<file path="config.mk">
export PLATFORM = sky130hd
export DESIGN_NAME = mem_port_arbiter
export DESIGN_NICKNAME = d
export VERILOG_FILES = /design/src/rtl/kanade32_pkg.sv /design/src/rtl/mem_port_arbiter.sv
export SDC_FILE = /design/constraint.sdc
export NUM_CORES = 1
export LEC_CHECK = 0
export CORE_AREA = 2 2 104 106
export DETAILED_ROUTE_END_ITERATION = 10
export DIE_AREA = 0 0 106 108
export MAX_ROUTING_LAYER = met4
export SLEW_MARGIN = 25
export SYNTH_ARGS = -nofsm -noshare
export SYNTH_HDL_FRONTEND = slang
export SYNTH_SLANG_ARGS = --single-unit
</file>
<file path="constraint.sdc">
create_clock -name clk -period 1.9 [get_ports clk]
set_clock_uncertainty 0.2 [all_clocks]
set_input_delay 0.285 -clock clk [delete_from_list [all_inputs] [get_ports clk]]
set_output_delay 0.285 -clock clk [all_outputs]
set_load 0.01 [all_outputs]
</file>
<file path="src/rtl/kanade32_pkg.sv">
// Shared types and constants for the kanade32 core memory subsystem.
package kanade32_pkg;

  localparam int RAM_ADDR_W     = 30;
  localparam int DATA_W         = 32;
  localparam int MAX_STARVE_DEF = 3;

  // Which requester owns the read data returning from the RAM this cycle.
  typedef enum logic [1:0] {
    OWNER_NONE = 2'd0,
    OWNER_IF   = 2'd1,
    OWNER_DM   = 2'd2
  } owner_t;

endpackage

</file>
<file path="src/rtl/mem_port_arbiter.sv">
// Single-port RAM arbiter between instruction fetch and load/store.
// Data normally wins; fetch wins once after MAX_STARVE consecutive denials.
// Read data is routed back one cycle after the grant using a registered owner tag.
module mem_port_arbiter #(
  parameter int ADDR_W     = kanade32_pkg::RAM_ADDR_W,
  parameter int DATA_W     = kanade32_pkg::DATA_W,
  parameter int MAX_STARVE = kanade32_pkg::MAX_STARVE_DEF
) (
  input  logic                clk,
  input  logic                reset_n,
  input  logic                if_req,
  input  logic [ADDR_W-1:0]   if_addr,
  output logic                if_gnt,
  output logic                if_rvalid,
  output logic [DATA_W-1:0]   if_rdata,
  input  logic                dm_req,
  input  logic                dm_we,
  input  logic [ADDR_W-1:0]   dm_addr,
  input  logic [DATA_W-1:0]   dm_wdata,
  input  logic [DATA_W/8-1:0] dm_be,
  output logic                dm_gnt,
  output logic                dm_rvalid,
  output logic [DATA_W-1:0]   dm_rdata,
  output logic [ADDR_W-1:0]   ram_addr,
  output logic                ram_wren,
  output logic [DATA_W/8-1:0] ram_byteena,
  output logic [DATA_W-1:0]   ram_data,
  input  logic [DATA_W-1:0]   ram_q,
  output logic                fetch_stall
);

  import kanade32_pkg::*;

  localparam int BE_W  = DATA_W / 8;
  localparam int CNT_W = (MAX_STARVE < 1) ? 1 : $clog2(MAX_STARVE + 1);
  localparam logic [CNT_W-1:0] CNT_MAX = CNT_W'(MAX_STARVE);

  owner_t           r_rd_owner;
  owner_t           w_rd_owner_next;
  logic [CNT_W-1:0] r_starve_cnt;
  logic [CNT_W-1:0] w_starve_cnt_next;
  logic             w_if_gnt;
  logic             w_dm_gnt;
  logic             w_starved;

  assign w_starved = (r_starve_cnt == CNT_MAX);

  // Grant selection: data has priority unless fetch has been starved long enough.
  always_comb begin
    w_if_gnt = 1'b0;
    w_dm_gnt = 1'b0;
    if (reset_n) begin
      if (dm_req && !(if_req && w_starved)) begin
        w_dm_gnt = 1'b1;
      end else if (if_req) begin
        w_if_gnt = 1'b1;
      end
    end
  end

  // Next owner tag and starvation count derived from this cycle's grant.
  always_comb begin
    w_rd_owner_next   = OWNER_NONE;
    w_starve_cnt_next = '0;
    if (w_if_gnt) begin
      w_rd_owner_next = OWNER_IF;
    end else if (w_dm_gnt && !dm_we) begin
      w_rd_owner_next = OWNER_DM;
    end
    if (if_req && !w_if_gnt) begin
      w_starve_cnt_next = w_starved ? r_starve_cnt : r_starve_cnt + CNT_W'(1);
    end
  end

  // State registers with synchronous active-low reset.
  always_ff @(posedge clk) begin
    if (!reset_n) begin
      r_rd_owner   <= OWNER_NONE;
      r_starve_cnt <= '0;
    end else begin
      r_rd_owner   <= w_rd_owner_next;
      r_starve_cnt <= w_starve_cnt_next;
    end
  end

  assign if_gnt      = w_if_gnt;
  assign dm_gnt      = w_dm_gnt;
  assign fetch_stall = if_req & ~w_if_gnt;

  // The granted requester drives the RAM; fetch address is the idle default.
  assign ram_addr    = w_dm_gnt ? dm_addr : if_addr;
  assign ram_wren    = w_dm_gnt & dm_we;
  assign ram_byteena = ram_wren ? dm_be : {BE_W{1'b1}};
  assign ram_data    = dm_wdata;

  // Both ports see the RAM output; the owner tag says whose it is.
  assign if_rvalid = (r_rd_owner == OWNER_IF);
  assign dm_rvalid = (r_rd_owner == OWNER_DM);
  assign if_rdata  = ram_q;
  assign dm_rdata  = ram_q;

endmodule
</file>
==> impl_metrics.tcl, run 1 <==
set metrics [dict create \
    overflow 0 \
    final_cell_utilization_of_the_core_pct 20.5 \
    place.port_buffers 108 \
    violations "setup timing" \
    reg2reg_setup_slack_ns 0.55 \
    drive_gt1_share_pct 51.6 \
    gp_routability_congestion 0.691 \
    cp-startpoint "r_starve_cnt[0]" \
    layoutNonFillerInstCount 320 \
    final_antenna_net_count 0 \
    placeableCoreArea_mm2 0.0102 \
    detail_route.vias_per_cell 3.15 \
    initial_antenna_violation_count 0 \
    residual_drc_count 0 \
    run_status "finished with violations" \
    htreeDepth 1 \
    critical-path-slowest-cell "sky130_fd_sc_hd__dfxtp_2" \
    endpoint "ram_addr[19]" \
    post-route-min-period_ns 2.07 \
    worst-path-buf-inv 3 \
    crit_family "buffers and inverters" \
    worst-slew-pin-transition_ns 0.239 \
    all_layer_global_routing_usage_pct 5.84 \
    drt-wirelength-per-cell_um 11.5 \
    insertedDiodeCount 0 \
    setup_viol 35 \
    drt_first_pass_iters 3 \
    p_leak_nw 0.953 \
    worst_ep_required_time_ns 1.41 \
    postSynthCellCount 154 \
    timing.critical_path.cells "ha_4 -> nand2_4 -> nand3_4 -> buf_12 -> buf_8 -> mux2_4 -> buf_6" \
    worstHoldPathType "register to register" \
    fmaxAchievable_mhz 482 \
    timing.final.ws_setup_ns -0.173 \
    period_share_pct 109 \
    fillers 1129 \
    syn_nets 288 \
    fin_nets 320 \
    placed_cells 308 \
    clock_insertion_delay_worst_skew_ns 0.21 \
    rsz0062_at_grt "true" \
    path_class "register to output pin" \
    ys_warn_count 0 \
    grt_pass1_wl_mm 5.12 \
    timing_hold_violations_final 0 \
    post-synth-top-count-cell "sky130_fd_sc_hd__buf_4" \
    totalNegativeSetupSlack_ns -3.77 \
    worst_slew_margin_rel_pct 84.0 \
    synth_edf_count 0 \
    ys_seq_elements 4 \
    post-layout-total-power_mw 0.706 \
    predominant_post_synthesis_flop_cell "sky130_fd_sc_hd__dfxtp_1" \
    start_util_pct 13.8 \
    dieHeight_um 108 \
    reg2regPathDepth 6 \
    cts_root_buffer "sky130_fd_sc_hd__clkbuf_8" \
    worst_ir_drop_vdd_uv 104 \
    hold_buffers 0 \
    mappedNetlistArea_mm2 0.00141 \
    synth_area_leaders "sky130_fd_sc_hd__buf_4 (51%), sky130_fd_sc_hd__mux2_4 (30%), sky130_fd_sc_hd__dfxtp_1 (5.7%)" \
    register_area_um2 82.6 \
    grt_start_max_net_pins 11 \
    cp_max_fo 6 \
    tritoncts.num_buffers 3 \
    dp_hpwl_mm 3.08 \
    crit_arrival_ns 1.59 \
    slowest_delay_ns 0.32 \
    critical_path.reg2reg.startpoint "r_starve_cnt[0]" \
    layout-area-overhead-vs-synth_pct 48.7 \
    ys_async_sr_fraction_pct 0 \
    drt-initial-drc-count 40 \
    synth_top_area_share_pct 51.0 \
    report.final.slew_viol_count 0 \
    yosysUniqueCellTypes 17 \
    clkSlewWorstSetupHoldPaths_ns 0.03 \
    die_w_um 106 \
    power.density_mw_per_mm2 336 \
    io_pins 269 \
    seq_area_frac_synth_pct 5.67 \
    max-cap-violations 0 \
    netlist.top_cell.by_area "sky130_fd_sc_hd__buf_4" \
    endpoint_kind "output pin" \
    clock_sinks 4 \
    rows 37 \
    clock_tree_from_tritoncts "built" \
    synth_top_cells_by_count "sky130_fd_sc_hd__buf_4 (96), sky130_fd_sc_hd__mux2_4 (28), sky130_fd_sc_hd__dfxtp_1 (4), sky130_fd_sc_hd__nand3b_1 (4)" \
    cts_buffer_depth 2 \
    vias 1009 \
    syn_avg_cell_area_um2 9.17 \
    capturing_point_of_the_worst_reg2reg_path "r_starve_cnt[0]" \
    drt-total-wl_mm 3.67 \
    grt_pass1_vias 1032 \
    cp_num_cells 7 \
    multi_input_area_um2 591 \
    critPathLaunchType "register" \
    die_area_mm2 0.0114 \
]
==> power by group <==
group          leakage, nW  total (mW)  internal [mW]  switching, mW
Clock               0.0216       0.177          0.135         0.0422
Combinational        0.898       0.439          0.309          0.130
Sequential          0.0336      0.0896         0.0877        0.00185
==> registers in the layout (all words and copies together), names as in the netlist <==
signal	flops
r_rd_owner	2
r_starve_cnt	2
==> cells in the final DEF (no fill, tap or decap), types with 3 or more instances in the layout <==
master,count
sky130_fd_sc_hd__mux2_4,29
sky130_fd_sc_hd__nand3b_1,4
sky130_fd_sc_hd__buf_6,28
sky130_fd_sc_hd__clkbuf_8,3
sky130_fd_sc_hd__buf_2,15
sky130_fd_sc_hd__clkdlybuf4s50_1,67
sky130_fd_sc_hd__dlygate4sd2_1,3
sky130_fd_sc_hd__nor2_1,3
sky130_fd_sc_hd__buf_4,8
==> per-layer routing <==
layer	up-vias	routed length, um	GRT usage [%]
met5	-	0	-
li1	460	-	-
met3	31	521	2.59
met1	431	1130	4.95
met2	87	1820	9.82
met4	0	199	5.08
==> kinds of logic after synthesis <==
family          count (synthesis)  share of synthesized area, %
buf+inv                       102                          54.2
simple gates                   16                          7.35
compound gates                  1                         0.532
flops                           4                          5.67
mux                            30                          31.4
fa+ha+maj                       1                         0.886
==> stage by stage <==
| step | hold WS (ns) | setup WS, ns | area (um2) |
|---|---|---|---|
| after floorplan | 0.157 | 0.262 | 1410 |
| after global placement | 0.212 | -0.568 | 2000 |
| after detailed placement | 0.226 | -0.581 | 2000 |
| after CTS | 0.234 | -0.217 | 2090 |
| after global routing | 0.251 | -0.227 | 2100 |
| final | 0.237 | -0.173 | 2100 |
==> cell type report <==
class	count	share of cell area (%)
clock buffer	3	1.97
tap	136	8.10
sequential	4	3.93
timing repair buffer	126	57.2
multi-input combinational	48	28.1
inverter	3	0.655
==> worst reg2reg max path, stage by stage, from the launching register on <==
cell	delay, ns
sky130_fd_sc_hd__dfxtp_2	0.32
sky130_fd_sc_hd__ha_4	0.17
sky130_fd_sc_hd__buf_4	0.13
sky130_fd_sc_hd__nor2b_2	0.11
sky130_fd_sc_hd__inv_1	0.06
sky130_fd_sc_hd__buf_4	0.13
sky130_fd_sc_hd__nor3_1	0.15
==> timing repair <==
item	CTS	global route
setup endpoints to repair	38	36
buffers inserted	9	2
pin swaps	1	1
gates resized for setup	181	9
==> how the worst min path moves through the flow <==
stage | from | endpoint | slack (ns) | cells after the start
after floorplan | dm_we | r_rd_owner[1] | 0.16 | 1
final | r_starve_cnt[0] | r_starve_cnt[0] | 0.24 | 1
after global routing | r_starve_cnt[0] | r_starve_cnt[0] | 0.25 | 1
after CTS | r_starve_cnt[0] | r_starve_cnt[0] | 0.23 | 1
after detailed placement | r_starve_cnt[0] | r_starve_cnt[0] | 0.23 | 1
after global placement | r_starve_cnt[0] | r_starve_cnt[0] | 0.21 | 1
(Power assumes the default switching activity.)
==> inputs of run 2 (changes only) <==
Settings changed: GPL_ROUTABILITY_DRIVEN set to 0.
==> results of run 2 <==
The final DEF is identical to that of run 1; final timing and power are the same.
==> inputs of run 3 (changes only) <==
Settings changed: GPL_ROUTABILITY_DRIVEN 0 to not set, PLACE_DENSITY set to 0.6, TNS_END_PERCENT set to 20.
==> impl_metrics.tcl, run 3 (synthesis gave the netlist of run 1 again) <==
set metrics [dict create \
    dieHeight_um 108 \
    grt_pass1_wl_mm 5.13 \
    clock_tree_from_tritoncts "built" \
    critical_path.reg2reg.startpoint "r_starve_cnt[0]" \
    drt-wirelength-per-cell_um 11.4 \
    io_pins 269 \
    cp_max_fo 6 \
    post-layout-total-power_mw 0.724 \
    worst-path-buf-inv 3 \
    clkSlewWorstSetupHoldPaths_ns 0.03 \
    worst_ir_drop_vdd_uv 110 \
    endpoint_kind "output pin" \
    initial_antenna_violation_count 0 \
    tritoncts.num_buffers 3 \
    final.hold.worst_slack_ns 0.235 \
    start_util_pct 13.8 \
    report.final.slew_viol_count 0 \
    reg.largest.list "r_rd_owner: 2 flops, r_starve_cnt: 2 flops" \
    register_area_um2 82.6 \
    path_class "register to output pin" \
    die_area_mm2 0.0114 \
    placeableCoreArea_mm2 0.0102 \
    gp_routability_congestion 0.691 \
    launch_instance_of_the_worst_min_delay_path "r_starve_cnt[0]" \
    die_w_um 106 \
    drt-total-wl_mm 3.64 \
    clock_sinks 4 \
    grt_start_max_net_pins 11 \
    endpoint "ram_addr[19]" \
    layout.cells.most_common "sky130_fd_sc_hd__clkdlybuf4s50_1" \
    drive_gt1_share_pct 51.6 \
    postLayoutCellArea_mm2 0.00215 \
    slowest_delay_ns 0.32 \
    dp_hpwl_mm 3.08 \
    cp_num_cells 7 \
    rows 37 \
    all_layer_global_routing_usage_pct 5.84 \
    drt-initial-drc-count 40 \
    run_status "finished with violations" \
    detail_route.vias_per_cell 3.17 \
    critical-path-slowest-cell "sky130_fd_sc_hd__dfxtp_2" \
    place.port_buffers 108 \
    fillers 1117 \
    cts_buffer_depth 2 \
    hold_buffers 0 \
    critPathLaunchType "register" \
    reg2reg_setup_slack_ns 0.55 \
    vias 1013 \
    layout-area-overhead-vs-synth_pct 52.4 \
    fin_nets 320 \
    worst_slew_margin_rel_pct 84.9 \
    capturing_point_of_the_worst_reg2reg_path "r_starve_cnt[0]" \
    cp-startpoint "r_starve_cnt[0]" \
    overflow 0 \
    multi_input_area_um2 587 \
    placed_cells 308 \
    post-route-min-period_ns 2.07 \
    grt_pass1_vias 1047 \
    cts_root_buffer "sky130_fd_sc_hd__clkbuf_8" \
    final_antenna_net_count 0 \
    drt_first_pass_iters 3 \
    period_share_pct 109 \
    place_ws_ns -0.581 \
    rsz0062_at_grt "true" \
    crit_arrival_ns 1.59 \
    mostFrequentLayoutCells "sky130_fd_sc_hd__clkdlybuf4s50_1 (67), sky130_fd_sc_hd__buf_6 (37), sky130_fd_sc_hd__mux2_4 (28)" \
    reg2regPathDepth 6 \
    worstHoldPathType "register to register" \
    htreeDepth 1 \
    worst_ep_required_time_ns 1.41 \
    totalNegativeSetupSlack_ns -3.95 \
    layoutNonFillerInstCount 320 \
    p_leak_nw 0.967 \
    violations "setup timing" \
    timing.critical_path.cells "ha_4 -> nand2_4 -> nand3_4 -> buf_12 -> buf_8 -> mux2_4 -> buf_6" \
    clock_insertion_delay_worst_skew_ns 0.21 \
    setup_viol 35 \
    power.density_mw_per_mm2 336 \
    timing_hold_violations_final 0 \
    max-cap-violations 0 \
    final_cell_utilization_of_the_core_pct 21.0 \
    residual_drc_count 0 \
    fmaxAchievable_mhz 482 \
    postPlaceCellArea_mm2 0.00200 \
    insertedDiodeCount 0 \
    crit_family "buffers and inverters" \
    worst-slew-pin-transition_ns 0.225 \
    timing.final.ws_setup_ns -0.174 \
]
-- run 3: layout make-up --
| cell class | instances | share of cell area [%] |
|---|---|---|
| inverters | 3 | 0.639 |
| repair buffers | 126 | 58.5 |
| multi-input cells | 48 | 27.3 |
| flip-flops and latches | 4 | 3.83 |
| well taps | 136 | 7.90 |
| clock buffers | 3 | 1.92 |
-- run 3: repair_timing --
action | in CTS | in global routing
hold endpoints to repair | 0 | 0
pin swaps | 1 | 1
setup endpoints to repair | 38 | 36
setup buffers | 8 | 2
resized for setup | 187 | 10
-- run 3: how the worst min path moves through the flow --
stage | endpoint | slack (ns) | cells past startpoint
after floorplan | r_rd_owner[1] | 0.16 | 1
after global placement | r_starve_cnt[0] | 0.21 | 1
after detailed placement | r_starve_cnt[0] | 0.23 | 1
after CTS | r_starve_cnt[0] | 0.23 | 1
after global routing | r_starve_cnt[0] | 0.25 | 1
final | r_starve_cnt[0] | 0.24 | 1
-- run 3: layer usage --
metal	share of wire, %	track usage (%)	vias to the layer above
met2	50	9.82	87
met5	0	-	-
met4	5.5	5.08	0
li1	-	-	459
met1	30	4.95	436
met3	14	2.59	31
-- run 3: power breakdown --
part,switching [mW],leakage [nW],internal (mW)
combinational,0.133,0.912,0.324
clock,0.0424,0.0216,0.135
sequential,0.00183,0.0336,0.0877
total,0.177,0.967,0.547
==> edit (config.mk and constraints of run 2) <==
`MAX_STARVE_DEF`: 3 -> 6.
--- a/src/rtl/kanade32_pkg.sv
+++ b/src/rtl/kanade32_pkg.sv
@@ -3,7 +3,7 @@
 
   localparam int RAM_ADDR_W     = 30;
   localparam int DATA_W         = 32;
-  localparam int MAX_STARVE_DEF = 3;
+  localparam int MAX_STARVE_DEF = 6;
 
   // Which requester owns the read data returning from the RAM this cycle.
   typedef enum logic [1:0] {
Function: changed (a bounded check fails within 4 cycles, from zero or initial values and one cycle with reset_n low).
==> edit against run 2 <==
The flow still finishes with violations (setup timing); register-to-register slack got worse by 0.07 ns; sequential cell count rose by 1; count of clock-buffer cells in the layout rose by 1; area after synthesis increased by 3.4%; clock power rose by 11%; die area is the same; routed wire length up 22%; worst setup slack worse by 0.021 ns; synthesized cell count up 3.9%; cell area increased by 11%; sequential power grew 23%; core utilization rose by 2.3 points; cell count increased by 3.1%; power is 13% higher; critical path type unchanged.
==> edit: results <==
set metrics [dict create \
    status "finished, violations left" \
    violations "setup timing" \
    hpwl_mm 3.51 \
    postPlaceCellArea_um2 2040 \
    crit_arrival_ns 1.61 \
    drt_iter0_drc 7 \
    drive_gt1_share_pct 52.6 \
    irDropWorstVdd_mv 0.138 \
    setup_tns_ns -4.99 \
    nets 330 \
    hold_slack_ns 0.306 \
    syn_inst 160 \
    start_kind "flop" \
    largestRegisters "r_starve_cnt x3, r_rd_owner x2" \
    p_leak_nw 1.05 \
    grt_pass1_wl_mm 6.37 \
    num-fill-cells 1124 \
    wl_met3_um 453 \
    setup_viol 31 \
    worst_slew_margin_rel_pct 86.0 \
    cpPeakStageDelay_ns 0.33 \
    crit_slowest_cell "dfxtp_2" \
    syn-num-nets 295 \
    totalWireLength_mm 4.47 \
    reg2reg_from "r_starve_cnt[0]" \
    dpl.cell_count 313 \
    hold_start "r_starve_cnt[0]" \
    hp-class "reg2reg" \
    met1_length_mm 1.48 \
    path_max_fanout 4 \
    setup_ws_ns -0.195 \
    synth_commonest_cells "96 x buf_4, 28 x mux2_4, 5 x dfxtp_1" \
    rrSetupSlack_ns 0.48 \
    pre_cts_ws_ns -0.727 \
    portBuffers 108 \
    synth.distinct_cells 18 \
    antenna_found_initial 0 \
    cts_root_buffer "clkbuf_8" \
    top_layer "met4" \
    wl_per_cell_um 13.5 \
    yosysWarnings 0 \
    wl_met2_mm 2.31 \
    synth.top_cells.by_area "buf_4 49%, mux2_4 29%, dfxtp_1 6.9%, buf_6 2.3%, ha_1 1.7%" \
    first_global_vias 1246 \
    viasPerCell 3.33 \
    clk_pin_slew_ns 0.03 \
    grt.total_usage_pct 7.61 \
    seq_area_frac_synth_pct 6.86 \
    grt_max_degree 10 \
    synth_top_flop_cell "dfxtp_1" \
    clockBufferDepth 2 \
]
edit: final timing paths:
check / to / depth (start not counted)
max: ram_addr[11] / 8
max reg2reg: r_rd_owner[1] / 8
min: r_starve_cnt[0] / 2
min reg2reg: r_starve_cnt[0] / 2
edit: routing by layer:
layer | vias to the layer above | global-route usage (%)
li1 | 486 | -
met1 | 480 | 7.27
met2 | 97 | 12.9
met3 | 36 | 2.53
met4 | 0 | 5.73
met5 | - | -
edit: cells by family (layout without fill, tap and decap cells):
family / after synthesis / in the layout / share of synthesized area [%]
buffers and inverters: 101 / 135 / 52.2
multiplexers: 31 / 31 / 31.0
AND/OR/NAND/NOR: 19 / 19 / 7.54
flip-flops: 5 / 5 / 6.86
adder cells (fa/ha/maj): 2 / 2 / 1.71
AO/OA/AOI/OAI: 2 / 2 / 0.686
edit: area by class of cell:
type / count / area [um2] / share of cell area (%)
clock buffer: 4 / 45.0 / 1.93
inverter: 2 / 7.51 / 0.322
multi-input combinational: 54 / 663 / 28.4
sequential: 5 / 101 / 4.35
tap: 136 / 170 / 7.30
timing repair buffer: 129 / 1350 / 57.7
edit: worst max-delay path, delay by kind of cell, from the launching register on:
kind,cells,cell delay (ns)
adders and majority gates,1,0.16
buffers and inverters,4,0.45
DFF,1,0.33
muxes,1,0.30
and+or+nand+nor,2,0.15
edit: report_power, final:
part	switching [W]	internal [W]	total, W	leakage, nW
sequential	0.00000152	0.000109	0.000110	0.0412
combinational	0.000147	0.000344	0.000491	0.987
clock	0.0000522	0.000144	0.000196	0.0228
edit: repair_timing:
item                       4_1_cts  5_1_grt
gates resized for setup        193       18
pin swaps                        3        1
gates cloned                     3        1
setup buffers                    8        5
setup endpoints to repair       38       36
